[src/rtl/charlieplex_ctrl.sv]
// Charlieplexed 7-pin LED matrix driver (7 rows x 6 LEDs) with Wishbone classic register access.
// Row patterns are double-buffered; the active copy is refreshed only when a frame restarts at row 0.
module charlieplex_ctrl #(
  parameter int unsigned STEP  = 64,
  parameter int unsigned BLANK = 16
) (
  input  logic       clk_i,
  input  logic       rst_ni,
  input  logic       wb_cyc_i,
  input  logic       wb_stb_i,
  input  logic       wb_we_i,
  input  logic [3:0] wb_adr_i,
  input  logic [7:0] wb_dat_i,
  output logic [7:0] wb_dat_o,
  output logic       wb_ack_o,
  output logic [6:0] charlieplex_oe,
  output logic [6:0] charlieplex_o
);

  localparam int unsigned CMAX = (STEP > BLANK) ? STEP : BLANK;
  localparam int unsigned CW   = (CMAX > 1) ? $clog2(CMAX) : 1;

  typedef enum logic [1:0] {S_IDLE, S_ACTIVE, S_BLANK} state_t;
  typedef logic [5:0] row_t;

  row_t        row_regs [7];
  row_t        act_buf  [7];
  logic        en;
  logic [3:0]  bright;
  state_t      state;
  logic [2:0]  row;
  logic [4:0]  frame;
  logic [CW-1:0] cnt;
  logic [3:0]  level;

  logic        bus_req;
  logic [7:0]  rd_data;
  logic        unused_dat;

  assign bus_req    = wb_cyc_i & wb_stb_i & ~wb_ack_o;
  assign unused_dat = ^wb_dat_i[3:1];

  always_comb begin
    rd_data = '0;
    case (wb_adr_i)
      4'h0, 4'h1, 4'h2, 4'h3, 4'h4, 4'h5, 4'h6:
        rd_data = {2'b00, row_regs[wb_adr_i[2:0]]};
      4'h7:    rd_data = {bright, 3'b000, en};
      4'h8:    rd_data = {frame, row};
      default: rd_data = '0;
    endcase
  end

  // NOTE: clocked state uses non-blocking assignments so every register samples pre-edge values.
  always_ff @(posedge clk_i) begin
    if (!rst_ni) begin
      wb_ack_o <= 1'b0;
      wb_dat_o <= '0;
      en       <= 1'b0;
      bright   <= '0;
      // NOTE: the shadow rows are a small register file, so they are cleared explicitly on reset.
      for (int i = 0; i < 7; i++) row_regs[i] <= '0;
    end else begin
      wb_ack_o <= bus_req;
      if (bus_req) begin
        wb_dat_o <= rd_data;
        if (wb_we_i) begin
          if (wb_adr_i <= 4'h6) begin
            row_regs[wb_adr_i[2:0]] <= wb_dat_i[5:0];
          end else if (wb_adr_i == 4'h7) begin
            en     <= wb_dat_i[0];
            bright <= wb_dat_i[7:4];
          end
        end
      end
    end
  end

  // Scan sequencer: ACTIVE dwell is 16 brightness levels of STEP clocks, then BLANK all-off clocks.
  always_ff @(posedge clk_i) begin
    if (!rst_ni) begin
      state <= S_IDLE;
      row   <= '0;
      frame <= '0;
      cnt   <= '0;
      level <= '0;
      for (int i = 0; i < 7; i++) act_buf[i] <= '0;
    end else if (!en) begin
      state <= S_IDLE;
      row   <= '0;
      cnt   <= '0;
      level <= '0;
    end else begin
      case (state)
        S_IDLE: begin
          state   <= S_ACTIVE;
          row     <= '0;
          cnt     <= '0;
          level   <= '0;
          act_buf <= row_regs;
        end
        S_ACTIVE: begin
          if (cnt == CW'(STEP - 1)) begin
            cnt <= '0;
            if (level == 4'd15) begin
              level <= '0;
              state <= S_BLANK;
            end else begin
              level <= level + 4'd1;
            end
          end else begin
            cnt <= cnt + 1'b1;
          end
        end
        S_BLANK: begin
          if (cnt == CW'(BLANK - 1)) begin
            cnt   <= '0;
            state <= S_ACTIVE;
            if (row == 3'd6) begin
              row     <= '0;
              frame   <= frame + 5'd1;
              act_buf <= row_regs;
            end else begin
              row <= row + 3'd1;
            end
          end else begin
            cnt <= cnt + 1'b1;
          end
        end
        default: state <= S_IDLE;
      endcase
    end
  end

  logic [6:0] oe_next, o_next;
  row_t       act_row;

  // Anode on pin `row`; LED bit k sinks through pin k below the anode, pin k+1 at or above it.
  always_comb begin
    // NOTE: every combinational output gets a default first so no latch is inferred.
    oe_next = '0;
    o_next  = '0;
    act_row = '0;
    for (int a = 0; a < 7; a++) begin
      if (row == 3'(a)) act_row = act_buf[a];
    end
    if (en && state == S_ACTIVE) begin
      oe_next[row] = 1'b1;
      o_next[row]  = 1'b1;
      if (level < bright) begin
        for (int k = 0; k < 6; k++) begin
          if (act_row[k]) begin
            if (k < int'(row)) oe_next[k]     = 1'b1;
            else               oe_next[k + 1] = 1'b1;
          end
        end
      end
    end
  end

  always_ff @(posedge clk_i) begin
    if (!rst_ni) begin
      charlieplex_oe <= '0;
      charlieplex_o  <= '0;
    end else begin
      charlieplex_oe <= oe_next;
      charlieplex_o  <= o_next;
    end
  end

endmodule
[config.mk]
export PLATFORM = sky130hd
export DESIGN_NAME = charlieplex_ctrl
export DESIGN_NICKNAME = d
export VERILOG_FILES = /design/src/rtl/charlieplex_ctrl.sv
export SDC_FILE = /design/constraint.sdc
export NUM_CORES = 1
export LEC_CHECK = 0
export ABC_AREA = 1
export CELL_PAD_IN_SITES_DETAIL_PLACEMENT = 0
export CELL_PAD_IN_SITES_GLOBAL_PLACEMENT = 1
export CORE_ASPECT_RATIO = 0.8
export CORE_UTILIZATION = 40
export DETAILED_ROUTE_END_ITERATION = 10
export PLACE_DENSITY_LB_ADDON = 0.15
export SYNTH_ARGS = -nofsm -noshare
export SYNTH_HDL_FRONTEND = slang
export SYNTH_SLANG_ARGS = --single-unit
[constraint.sdc]
create_clock -name clk_i -period 3.1 [get_ports clk_i]
set_input_delay 0.465 -clock clk_i [delete_from_list [all_inputs] [get_ports clk_i]]
set_output_delay 0.465 -clock clk_i [all_outputs]
set_load 0.1 [all_outputs]
# Yosys cells after proc, flatten, opt, wreduce, memory -nomap -nowiden
# Cells that the tools add are included.
# classes
order_cmp,12
add_sub_neg,4
n_eq_ne,23
bitwise_logic,5
n_reduce_logical,19
n_mux,53
# op_table
op,count
42-bit two-way mux,2
42-bit case mux with 2 select lines,1
6-bit two-way mux,12
42-bit bitwise mux,1
8-bit case mux with 3 select lines,1
2-bit two-way mux,11
6-bit binary-select mux with 3-bit select,1
6-bit demux with 3-bit select,1
6-bit case mux with 3 select lines,1
4-bit by 3-bit equality test with 1-bit output (second input constant),4
1-bit two-way mux,13
4-bit AND reduction,3
3-bit equality test (second input constant),3
4-bit by 2-bit equality test with 1-bit output (second input constant),2
4-bit equality test (second input constant),2
4-bit two-way mux,2
2-bit inequality test (second input constant),4
4-bit case mux with 2 select lines,1
2-bit AND reduction,4
7-bit two-way mux,1
7-bit OR reduction,1
6-bit by 1-bit adder with 6-bit output (second input constant),1
3-bit by 2-bit equality test with 1-bit output (second input constant),2
6-bit by 4-bit equality test with 1-bit output (second input constant),1
other kinds (31),41
# totals
register_bits,132

# Longest topological paths before layout
# depth
ltp_word,22
ltp_mapped,13
ltp_nobuf,12

# Worst setup path before layout
# OpenSTA, ideal clock, no wires.
# synth_path
path_type,register to register
startpoint,reg wb_ack_o
endpoint,reg row_regs[40] (netlist name)
synth_period_minus_slack_ns,1.887
stages_incl_launch_ff,9
path_slack_ns,1.213
arrival_ns,1.765
path_cell_list,dfxtp_1 nor2_1 nand2_1 inv_2 nand3_2 nor2_2 buf_2 o21ai_0 a21oi_1
# synth_via
elab_chain_cells,3
# synth_rtl
element,line_no,source
from (decl),15,"output logic wb_ack_o,"
from (signal assigned),64,wb_ack_o <= bus_req;
1-bit NOT,40,assign bus_req = wb_cyc_i & wb_stb_i & ~wb_ack_o;
1-bit AND,40,
3-bit AND reduction (no line),-,
"to (signal, indexed assignment)",69,row_regs[wb_adr_i[2:0]] <= wb_dat_i[5:0];
to (decl),26,row_t row_regs [7];
# No other way between the ends.
# A chain may end at the register's enable or synchronous reset.

# Worst setup path after layout
# layout_path
startpoint,in wb_adr_i[2]
endpoint,reg row_regs[6] (netlist name)
# layout_via
elab_chain_cells,6
# layout_rtl
element,line_no,source
from (decl),12,"input logic [3:0] wb_adr_i,"
3-bit NOT with 4-bit output (not written as such),69,
4-bit >= comparator (not written as such) / 4-bit by 1-bit less-than comparator with 1-bit output (equally long branches),69,
1-bit logical AND (not written as such),69,
6-bit two-way mux (not written as such),69,
6-bit demux with 3-bit select,69,
42-bit bitwise mux,69,
# Several ways; a longest one is shown, not always the timed one.

==> impl_summary.md <==
Critical path
STA classifies the critical path endpoint as a register. Walking the worst path, the cells encountered are clkdlybuf4s50_1, inv_1, o21ai_4, inv_2, nand3_2, nor3_2, o21ai_0, a21oi_1. At the worst endpoint, the required time is 3.44 ns.

The data arrival time at the worst-slack endpoint is 2.69 ns. The largest individual stage delay along the critical path comes from the cell sky130_fd_sc_hd__clkdlybuf4s50_1. In this run the worst path has a maximum fanout of 12.

By startpoint and endpoint, the worst setup path is classified as primary input to register. The worst setup path is launched from a primary input. The buffering stage count on the worst path with inverters included is 3. The category of cells accounting for the largest share of critical-path delay is buffers and inverters. The largest single stage delay on the critical path is 0.64 ns.

Yosys
The number of nets in the synthesized netlist is 851. Sorting the synthesized cells by how often they occur yields sky130_fd_sc_hd__dfxtp_1, sky130_fd_sc_hd__nand2_1, sky130_fd_sc_hd__a21oi_1. Counting every instance in the synthesized netlist gives 823. The synthesized design spends more area on one cell type than any other, namely sky130_fd_sc_hd__dfxtp_1. After synthesis, the share of flip-flops with an asynchronous set or reset is 0%. The distinct cell type count of the synthesized netlist is 39.

The mean cell area of the mapped netlist is 7.376 sq um. The dominant register cell in the synthesized netlist is sky130_fd_sc_hd__dfxtp_1. The leading cell type by number of instances after synthesis is sky130_fd_sc_hd__dfxtp_1.

Summing every instance area after synthesis gives 6071 sq um. After synthesis, the cell types taking the most area are sky130_fd_sc_hd__dfxtp_1, sky130_fd_sc_hd__a21oi_1, sky130_fd_sc_hd__nand2_1, sky130_fd_sc_hd__o21ai_0, sky130_fd_sc_hd__inv_1. The sequential-to-total area share from yosys stat is 43.53%.

Counting flops and latches in the post-synthesis netlist gives 132. The number of synthesized flops with an enable pin is 0. The Yosys warning count is 0. The top cell type by area accounts for 43.53% of the synthesized area.

STA
The clock arrives with 0.005802 ns of skew. Headroom to the max-slew limit came out at a little over half. The number of pins exceeding their max-slew limit in the final report came to 0. For the final routed database, the setup TNS stands at 0 ns. The count of final setup violators is 0.

At the pin with the least slew margin, the transition time is 0.7039 ns. Setup repair after global routing left no endpoint under its margin. The total count of hold-check failures in the final report is 0. The share of the cycle needed by the critical path after routing is 75.83%. The tightest hold path in the finished design has a slack of 0.4417 ns. The worst path needs 2.351 ns of the cycle, external delays included. Timing would allow up to 0.4254 GHz.

Clocking
The CTS clock-pin slew for the worst setup and hold paths is approximately 0.05 ns. The clock passes through at most 2 buffers. The tree is rooted in a sky130_fd_sc_hd__clkbuf_16. The count of cells resized by post-cts repair is 0.

The clock latency of the later-clocked register in the worst-skew pair is 0.41 ns. TritonCTS built the clock tree. The count of clock tree sinks is 132. The number of hold buffers added after cts is 0. CTS built an H-tree with a depth of 4. The number of setup buffers added after CTS is 0. Counting the buffers created by CTS gives 17.

Detailed routing
The wire length on met1 is 8918 um. The first detailed-routing pass ran for 5 iterations. For this run, design rule violations remaining after detail routing come to 0. The number of design-rule violations left by the first detailed-router iteration is 371.

In the final routed layout, each cell accounts on average for ~16 um. After detailed routing, the met2 layer carries slightly below 7000 um of wire. The via density per instance is around 5.2. The routed via count is 5398. For this block, the routed nets add up to 16700 um of wire. Detailed routing placed a total of 912 um of wire on met3.

The top metal layer carrying routed signals is met4. The final antenna-violating net count is 0.

Placement
The half-perimeter wire length after placement is between 10000 and 15000 um. Port buffering added 39 buffers. The weighted congestion at the end of routability-driven global placement is ~0.86.

Die
The core box area is 14540 sq um. The die covers 15680 sq um. 40 I/O pins were placed. The effective utilization at floorplan is 41.75%. In this run the vertical extent of the chip is 112.2 um. The width of the die is 139.7 um. The row count is 39.

Global route
The initial antenna violation count was 0. The via count of the first global-routing pass is 4985. The first global-routing pass estimated roughly 27000 um of wire. Across every metal layer, demand over resource in global routing totals 22.45%.

Entering global routing, the biggest net connects between 80 and 90 pins. After global routing the overflow that remains totals 0.

Flow run
The max-capacitance violation count is 0.

Final layout
The number of antenna diodes in the final layout is 0. The net count of the finished layout is 875. The layout cell share with drive strength beyond 1 is 9.813%. Relative to the synthesized area, the layout overhead comes to 14.70%.

Power and ir drop
The static leakage power is around 2.7 nW. The worst-case IR drop observed on VDD is 333.3 uV. Dividing total power by cell area gives a power density of ~540 nW/um^2.

Outcome
The flow ran to the end, and the final reports show no timing, DRC or antenna violations.

Min path
The class of the tightest hold or removal check is register to register.
where the power goes:
| group | internal, W | switching, W |
|---|---|---|
| Combinational | 0.0000564 | 0.000134 |
| Sequential | 0.00171 | 0.00000713 |
| Clock | 0.00116 | 0.000688 |
| Total | 0.00293 | 0.000829 |
stage by stage:
stage / util, % / total power [W] / instances / area [sq um] / setup slack (ns)
CTS: 47.88 / 0.003782 / 1040 / 6963 / 0.7804
global placement: 44.17 / 0.001939 / 1012 / 6422 / 0.4420
floorplan: - / 0.001873 / 823 / 6071 / 1.213
detailed placement: 44.17 / 0.001939 / 1012 / 6422 / 0.3553
finish: 47.88 / 0.003759 / 1040 / 6963 / 0.7492
global route: 47.88 / 0.003887 / 1040 / 6963 / 0.5808
cells in the final DEF (no fill, tap or decap), types with 5 or more instances in the layout:
master | synthesis | routed
sky130_fd_sc_hd__dfxtp_1 | 132 | 132
sky130_fd_sc_hd__a211oi_1 | 7 | 7
sky130_fd_sc_hd__buf_4 | 8 | 27
sky130_fd_sc_hd__o21ai_0 | 91 | 91
sky130_fd_sc_hd__inv_1 | 117 | 117
sky130_fd_sc_hd__nand3_1 | 40 | 40
sky130_fd_sc_hd__o21ai_1 | 32 | 32
sky130_fd_sc_hd__nor2_2 | 6 | 6
sky130_fd_sc_hd__a21oi_1 | 125 | 125
sky130_fd_sc_hd__ha_1 | 11 | 11
sky130_fd_sc_hd__nor2_4 | 5 | 5
sky130_fd_sc_hd__nand2_1 | 129 | 129
sky130_fd_sc_hd__o22ai_1 | 11 | 11
sky130_fd_sc_hd__o211ai_1 | 7 | 7
sky130_fd_sc_hd__clkbuf_16 | 0 | 17
sky130_fd_sc_hd__clkdlybuf4s50_1 | 0 | 15
sky130_fd_sc_hd__nor2_1 | 35 | 35
state kept, by name, summed over array words and instances, names as in the netlist:
name / flops
charlieplex_o: 7
cnt: 6
wb_dat_o: 8
wb_ack_o: 1
bright: 4
charlieplex_oe: 7
row: 3
row_regs: 42
state: 2
act_buf: 42
frame: 5
en: 1
level: 4
final timing paths:
kind | start | to | slack (ns) | cells past startpoint
max | wb_adr_i[2] | row_regs[6] | 0.75 | 8
min | act_buf[27] | act_buf[27] | 0.44 | 2
max reg2reg | row[0] | act_buf[13] | 0.88 | 7
min reg2reg | act_buf[27] | act_buf[27] | 0.44 | 2
worst min-delay path, delay by kind of cell, from the launching register on:
family | cells | cell delay (ns)
AOI/OAI and AO/OA | 1 | 0.05
buffers and inverters | 1 | 0.05
DFF | 1 | 0.30
layer usage:
metal  vias to the layer above  track usage (%)
met4                         0            5.861
met2                       133            31.50
li1                       2779                -
met5                         -                0
met1                      2478            33.71
met3                         8            5.631
cells by family (layout without fill, tap and decap cells):
group	after synthesis	in the layout	synth area share (%)
compound gates	282	282	24.59
simple gates	234	234	17.52
buf+inv	161	194	11.67
flops	132	132	43.53
fa+ha+maj	11	11	2.267
xor+xnor	3	3	0.4329
layout make-up:
cell class / count / area, sq um
well taps: 184 / 230.2
multi-input cells: 530 / 2728
clock buffers: 23 / 488.0
inverters: 123 / 464.2
clock inverters: 5 / 52.55
repair buffers: 43 / 357.8
flip-flops and latches: 132 / 2643
fillers: 1505 / 7579
(Power assumes the default switching activity.)
